`src/rtl/decoder_scan_nx_pkg.sv`:
```
// Shared mode encodings and the dwell-counter sizing helper for the scan decoder family.
package decoder_scan_nx_pkg;

    typedef enum logic {
        MODE_DIRECT = 1'b0,
        MODE_SCAN   = 1'b1
    } mode_e;

    // Width needed to count 0..dwell-1; never narrower than one bit so DWELL=1 still has a register.
    function automatic int cnt_width(input int dwell);
        int w;
        w = 1;
        while ((1 << w) < dwell) begin
            w++;
        end
        return w;
    endfunction

endpackage

```
`src/rtl/decoder_nx2n.sv`:
```
// Purpose: generalised N-to-2^N one-hot decoder, active-low enable and active-low outputs.
// Latency: combinational, zero cycles.
// Backpressure: none; e_n high blanks every output.
module decoder_nx2n #(
    parameter int N = 4
) (
    input  logic           e_n,
    input  logic [N-1:0]   a,
    output logic [2**N-1:0] d
);

    always_comb begin
        d = '1;
        for (int i = 0; i < 2**N; i++) begin
            if (!e_n && (a == N'(i))) begin
                d[i] = 1'b0;
            end
        end
    end

endmodule

```
`src/rtl/decoder_scan_nx.sv`:
```
// Purpose: registered one-hot active-low select, either a latched address or a dwell-timed scan.
// Latency: one clock from any input to D/idx/wrap.
// Backpressure: none; E high blanks D and freezes the scan position and dwell count.
module decoder_scan_nx
    import decoder_scan_nx_pkg::*;
#(
    parameter int N         = 4,
    parameter int DWELL     = 4,
    parameter int SCAN_LAST = 2**N - 1
) (
    input  logic            clk,
    input  logic            rst,
    input  logic            E,
    input  logic            mode,
    input  logic            load,
    input  logic [N-1:0]    A,
    output logic [2**N-1:0] D,
    output logic [N-1:0]    idx,
    output logic            wrap
);

    localparam int CW = cnt_width(DWELL);

    logic [CW-1:0]   cnt;
    logic [CW-1:0]   cnt_nxt;
    logic [N-1:0]    idx_nxt;
    logic            wrap_nxt;
    logic [2**N-1:0] d_nxt;

    always_comb begin
        idx_nxt  = idx;
        cnt_nxt  = cnt;
        wrap_nxt = 1'b0;
        if (mode_e'(mode) == MODE_DIRECT) begin
            // Direct mode keeps cnt at zero so a later switch to scan holds idx for a full dwell.
            cnt_nxt = '0;
            if (load) begin
                idx_nxt = A;
            end
        end else if (!E) begin
            if (cnt == CW'(DWELL - 1)) begin
                cnt_nxt = '0;
                // Anything at or past the last scan slot, including leftovers from direct mode, wraps.
                if (idx < N'(SCAN_LAST)) begin
                    idx_nxt = idx + N'(1);
                end else begin
                    idx_nxt  = '0;
                    wrap_nxt = 1'b1;
                end
            end else begin
                cnt_nxt = cnt + CW'(1);
            end
        end
    end

    decoder_nx2n #(
        .N (N)
    ) u_dec (
        .e_n (E),
        .a   (idx_nxt),
        .d   (d_nxt)
    );

    always_ff @(posedge clk or posedge rst) begin
        if (rst) begin
            D    <= '1;
            idx  <= '0;
            cnt  <= '0;
            wrap <= 1'b0;
        end else begin
            D    <= d_nxt;
            idx  <= idx_nxt;
            cnt  <= cnt_nxt;
            wrap <= wrap_nxt;
        end
    end

endmodule

```
`config.mk`:
```
export PLATFORM = sky130hd
export DESIGN_NAME = decoder_scan_nx
export DESIGN_NICKNAME = d
export VERILOG_FILES = /design/src/rtl/decoder_scan_nx_pkg.sv /design/src/rtl/decoder_nx2n.sv /design/src/rtl/decoder_scan_nx.sv
export SDC_FILE = /design/constraint.sdc
export NUM_CORES = 1
export LEC_CHECK = 0
export CORE_MARGIN = 2
export CORE_UTILIZATION = 30
export DETAILED_ROUTE_END_ITERATION = 16
export GPL_TIMING_DRIVEN = 0
export HOLD_SLACK_MARGIN = 0.08
export PLACE_DENSITY_LB_ADDON = 0.2
export SLEW_MARGIN = 20
export SYNTH_ARGS = -nofsm -noshare
export SYNTH_HDL_FRONTEND = slang
export SYNTH_SLANG_ARGS = --single-unit
export TNS_END_PERCENT = 30
```
`constraint.sdc`:
```
create_clock -name clk -period 2.1 [get_ports clk]
set_clock_uncertainty 0.1 [all_clocks]
set_input_delay 0.315 -clock clk [delete_from_list [all_inputs] [get_ports clk]]
set_output_delay 0.315 -clock clk [all_outputs]
set_load 0.005 [all_outputs]
```
==> results of run 1 <==
final cells by class:
type,count,area (µm²),area share (%)
clock buffers,4,45.0,2.94
repair buffers,29,290,19.0
plain buffers,2,8.76,0.572
well taps,48,60.1,3.92
flip-flops and latches,23,596,38.9
multi-input cells,61,510,33.3
inverters,5,21.3,1.39
worst max-delay path, cell delays in order (launching register included):
cell and delay [ns]:
dfrtp_1 0.48, ha_1 0.34, mux2_4 0.28, or2_4 0.25, o32ai_4 0.26, nand4_1 0.14
cells by family after synthesis:
group / Yosys count / synth area share (%)
XOR/XNOR: 1 / 0.771
adder cells (fa/ha/maj): 2 / 2.20
AND/OR/NAND/NOR: 34 / 19.6
buffers and inverters: 7 / 2.64
flip-flops: 23 / 52.4
multiplexers: 6 / 5.84
AO/OA/AOI/OAI: 18 / 16.5
sequential cells by signal, summed over array words and instances (netlist names):
name / cells
D: 16
wrap: 1
cnt: 2
idx: 4
power groups by stage:
stage	Clock, mW	Sequential (mW)	Combinational [mW]
after CTS	0.277	0.503	0.239
final	0.261	0.502	0.235
after detailed placement	0	0.510	0.237
after global routing	0.297	0.506	0.259
after floorplan	0	0.507	0.140
after global placement	0	0.508	0.233
routing by layer:
metal,vias to the layer above,GRT usage (%),share of wire [%]
met3,0,3.08,3.8
met1,420,15.5,44
li1,415,-,-
met4,0,1.56,0
met2,17,22.4,53
met5,-,0,0
per-stage QoR:
step	instance area (µm²)	power (mW)	cells	utilization (%)	TNS, ns
after floorplan	1140	0.647	91	-	0
after global placement	1490	0.741	168	40.6	0
after detailed placement	1490	0.747	168	40.6	-0.285
after CTS	1530	1.02	172	41.8	0
after global routing	1530	1.06	172	41.8	0
final	1530	0.999	172	41.8	0
final timing paths:
| check | from | endpoint | slack, ns | cells after the start |
|---|---|---|---|---|
| min in group clk | cnt[1] | cnt[1] | 0.44 | 2 |
| max in group asynchronous | rst | idx[1] | 0.98 | 2 |
| hold reg to reg | cnt[1] | cnt[1] | 0.44 | 2 |
| setup reg to reg | idx[0] | D[0] | 0.14 | 5 |
| hold / removal | rst | idx[3] | 0.42 | 2 |
| setup / recovery | idx[0] | D[0] | 0.14 | 5 |
cell usage in the layout (no fill, tap or decap), drive strengths merged:
cell and n:
clkdlybuf4s50 29, dfstp 16, nand4 9, o2111ai 8
dfrtp 7, inv 5, clkbuf 5, nand2 4
mux2i 4, nor3 4, nor2 4, and3 3
a21oi 3, o22a 2, ha 2, nor2b 2
nand3 2, mux2 2, buf 1, a311o 1
or2b 1, nand3b 1, o31ai 1, nand2b 1
and2 1, a21boi 1, or3 1, a41o 1
or2 1, o32ai 1, xor2 1
==> metrics.cfg, run 1 <==
[layout]
diodes = 0
area_growth_pct = 34.8
drive_above_1_share_pct = 28.2
fin_nets = 136
fillers = 357

[timing]
worst_slew_pin_slew_ns = 0.814
post-route-period-util_pct = 93.2
holdWs_ns = 0.421
timing.final.crit_period_ns = 1.96
rsz0062_at_grt = no
finalHoldViolations = 0
relSlewSlack_pct = 45.7
fin_ws_ns = 0.142
max_freq_ghz = 0.511
slew_violations = 0
setup_viol = 0

[yosys]
yosysUniqueCellTypes = 37
yosys.cell_count.top_type = dfstp_2
synth_area_leaders = dfstp_2 37%, dfrtp_1 15%, o2111ai_1 6.2%
yosys.area.top_type = dfstp_2
synth_ff_type = dfstp_2
avgSynthCellArea_um2 = 12.5
syn_nets = 102
synth_edf_count = 0
syn_inst = 91
synth_seq_cells = 23
yosysSeqAreaShare_pct = 52.4
synth.top_cells.by_count = 16 x dfstp_2, 9 x nand4_1, 8 x o2111ai_1
ys_warn_count = 0
synth_area_um2 = 1140
ys_async_sr_fraction_pct = 100
synth_top_area_share_pct = 37.0

[clock_tree]
clk_path_buf_depth = 2
cts_buffers = 3
cts_root_buf = clkbuf_8
cts_tree = done
hold_buffers = 0
post-cts-setup-buffers = 0
cts_sinks = 23
clk_pin_slew_ns = 0.08
cts_max_level = 1
clk_latency_ns = 0.25
cts_resized = 0

[routing]
wire_per_inst_um = 14.2
routed_wl_um = 2440
drc_errors = 0
drt_iter0_markers = 29
dr.pass1.iters = 4
vias = 852
drtAntennaViolNets = 0
viasPerCell = 4.95

[power_and_ir_drop]
internal_power_mw = 0.723
p_per_area_nw_per_um2 = 652
switching_power_mw = 0.275
power_frac_comb_pct = 23.6
pwr-share-seq_pct = 50.3
vdd_drop_max_mv = 0.423
p_sw_share_pct = 27.6
power_frac_clock_pct = 26.2
leakage_nw = 0.584

[outcome]
outcome = finished, final reports clean

[placed_design]
hpwl_um = 1820
place_ws_ns = -0.0613
routabilityCongestion = 0.768
portBuffers = 29

[critical_path]
required_ns = 2.16
start_kind = register
crit_type = register to register
critPathArrivalTime_ns = 2.02
crit_path_max_fanout = 9
end_kind = register

[die]
start_util_pct = 31.0
die_w_um = 65.5
die_area_um2 = 4300
core_region_area_um2 = 3660
rows = 22
die_y_um = 65.5
ioPinCount = 30

[global_route]
antenna_found_initial = 0
grt_max_degree = 24
grt.overflow.total = 0
grt.total_usage_pct = 12.5
grt_pass1_wl_um = 4170
first_global_vias = 879

[job]
cap_violations = 0

[min_path]
worst_hold_path_type = input pin to async pin

Note: power is estimated with default switching activity, not from simulation.
==> run 2, diff against run 1 <==
--- a/config.mk
+++ b/config.mk
@@ -9,10 +9,10 @@
 export CORE_UTILIZATION = 30
 export DETAILED_ROUTE_END_ITERATION = 16
 export GPL_TIMING_DRIVEN = 0
-export HOLD_SLACK_MARGIN = 0.08
-export PLACE_DENSITY_LB_ADDON = 0.2
+export PLACE_DENSITY = 0.58
 export SLEW_MARGIN = 20
 export SYNTH_ARGS = -nofsm -noshare
 export SYNTH_HDL_FRONTEND = slang
+export SYNTH_HIERARCHICAL = 1
 export SYNTH_SLANG_ARGS = --single-unit
 export TNS_END_PERCENT = 30
==> run 2 against run 1 <==
Sequential cell count stayed put. Critical path depth is 1 higher. Sequential power decreased by 2%. Clock-buffer cell count unchanged. Routed wire length is 22% lower. Register-to-register slack better by 0.02 ns. Die area is 13% lower. Largest power group unchanged. Highest routed layer is now met4.
==> metrics.cfg, run 2 <==
[yosys]
synth_seq_cells = 23
synthMuxAreaShare_pct = 4.10
synth_top_family_by_area = simple AND/OR/NAND/NOR gates
synth_top_area_share_pct = 43.0
avgSynthCellArea_um2 = 12.4
syn_inst = 79
synth_compound_area_share_pct = 5.38
ys_async_sr_fraction_pct = 100
synth_ff_type = dfstp_2
synth_edf_count = 0
synth_area_leaders = dfstp_2 43%, dfrtp_1 18%, nand2_1 5.0%
syn_nets = 90
yosys.cell_count.top_type = dfstp_2
synth-simple-area-share_pct = 25.2
yosysSeqAreaShare_pct = 60.9
synth_area_um2 = 977
synth_adder_area_share_pct = 2.56
yosysUniqueCellTypes = 27
synth-xor-area-share_pct = 0.896
yosys.area.top_type = dfstp_2
ys_warn_count = 6
synth.top_cells.by_count = 16 x dfstp_2, 13 x nand2_1, 7 x dfrtp_1

[die]
die_w_um = 61.1
core_region_area_um2 = 3080
ioPinCount = 30
rows = 20
die_area_um2 = 3730
die_y_um = 61.1
start_util_pct = 31.7

[critical_path]
crit-reg2reg-launch = cnt[0]
slowest_delay_ns = 0.48
crit_buf_inv = 2
required_ns = 2.22
crit_path_max_fanout = 10
end_kind = register
worstSetupStartpoint = mode
crit_type = input pin to register
crit_path_top_delay_cell = clkdlybuf4s50_1
start_kind = input pin
crit_path_cell_trace = clkdlybuf4s50_1, buf_2, o21ai_0, o32ai_4, nor3b_4, nand3_1
critPathArrivalTime_ns = 2.09
cpLargestDelayFamily = buffers and inverters

[layout]
fin_nets = 124
largest_reg_flops = 16
top_register = D
fillers = 310
top_regs = D x16, idx x4, cnt x2
area_growth_pct = 43.7
layout_common_cells = 28 x clkdlybuf4s50_1, 16 x dfstp_2, 13 x nand2_1, 7 x dfrtp_1, 6 x nor2b_1
fin_area_um2 = 1400
drive_above_1_share_pct = 27.7
layout_commonest_cell = clkdlybuf4s50_1
utilization_pct = 45.6
diodes = 0

[routing]
dr.pass1.iters = 4
drtAntennaViolNets = 0
drt_iter0_markers = 13
drc_errors = 0
vias = 708
routed_wl_um = 1900
viasPerCell = 4.54
wire_per_inst_um = 12.2

[timing]
max_freq_ghz = 0.508
worst_slew_pin_slew_ns = 0.812
timing.final.crit_period_ns = 1.97
setup_viol = 0
relSlewSlack_pct = 45.8
slew_violations = 0
fin_ws_ns = 0.133
post-route-period-util_pct = 93.7
finalHoldViolations = 0

[placed_design]
portBuffers = 29
place_ws_ns = -0.770
routabilityCongestion = 0.772
hpwl_um = 1430
placed_area_um2 = 1320

[clock_tree]
cts_tree = done
clk_latency_ns = 0.30
cts_root_buf = clkbuf_4
clk_pin_slew_ns = 0.11
cts_sinks = 23
clk_path_buf_depth = 2
cts_max_level = 1
cts_buffers = 3
hold_buffers = 0

[power_and_ir_drop]
p_per_area_nw_per_um2 = 612
leakage_nw = 0.530
vdd_drop_max_mv = 0.473

[global_route]
first_global_vias = 672
grt_pass1_wl_um = 3170
grt_max_degree = 24
antenna_found_initial = 0
grt.overflow.total = 0
grt.total_usage_pct = 11.7

[outcome]
outcome = finished, final reports clean

[min_path]
worst_hold_path_type = input pin to async pin

[job]
cap_violations = 0

run 2: cell types whose count changed after synthesis, moves of 3 or more:
cell and change:
nor2_1 -3, nand4_1 -9, nor3_1 -3, o2111ai_1 -8, nand3_1 +4, nand2_1 +9
nor2b_1 +5
run 2: timing repair:
item / CTS / global route
setup endpoints to repair: 17 / 8
gates resized for setup: 6 / 3
pin swaps: 0 / 1
buffers inserted: 0 / 0
hold endpoints to repair: 0 / 0
run 2: worst paths after layout:
kind                           to  slack (ns)  cells past startpoint
max                         D[11]        0.13                      6
min                          wrap        0.36                      2
max reg2reg                 D[11]        0.16                      6
min reg2reg                cnt[1]        0.53                      2
max in group asynchronous  cnt[1]        1.03                      2
min in group clk           cnt[1]        0.53                      2
run 2: cell type report:
type                            count  area [µm²]  share of cell area [%]
Sequential cell                    23         596                    42.4
Clock buffer                        4        26.3                    1.87
Inverter                            1        3.75                   0.267
Multi-Input combinational cell     54         429                    30.6
Buffer                              1        5.00                   0.357
Tap cell                           44        55.1                    3.92
Timing Repair Buffer               29         289                    20.6
run 2: through the flow:
step | setup TNS (ns) | hold slack (ns) | power [mW] | std cells
final | 0 | 0.364 | 0.859 | 156
after global routing | -0.00368 | 0.409 | 0.917 | 156
after CTS | 0 | 0.397 | 0.869 | 156
after detailed placement | -11.86 | 0.468 | 0.659 | 152
after global placement | -11.37 | 0.438 | 0.655 | 152
after floorplan | 0 | 0.205 | 0.578 | 79
run 2: power breakdown:
group	switching [mW]	leakage (nW)	internal (mW)	total (mW)
sequential	0.0201	0.257	0.473	0.493
clock	0.118	0.0150	0.0740	0.192
combinational	0.0852	0.258	0.0893	0.174
total	0.223	0.530	0.636	0.859
run 2: cell families after synthesis:
| group | count (synthesis) |
|---|---|
| buf+inv | 2 |
| mux | 4 |
| fa+ha+maj | 2 |
| xor+xnor | 1 |
| compound gates | 8 |
| flops | 23 |
| simple gates | 39 |
run 2: per-layer routing:
layer | global-route usage (%) | vias to the layer above | routed length [µm]
met5 | 0 | - | 0
met4 | 1.86 | 0 | 13
met3 | 4.41 | 2 | 73
met2 | 18.7 | 11 | 952
met1 | 15.5 | 354 | 862
li1 | - | 341 | -
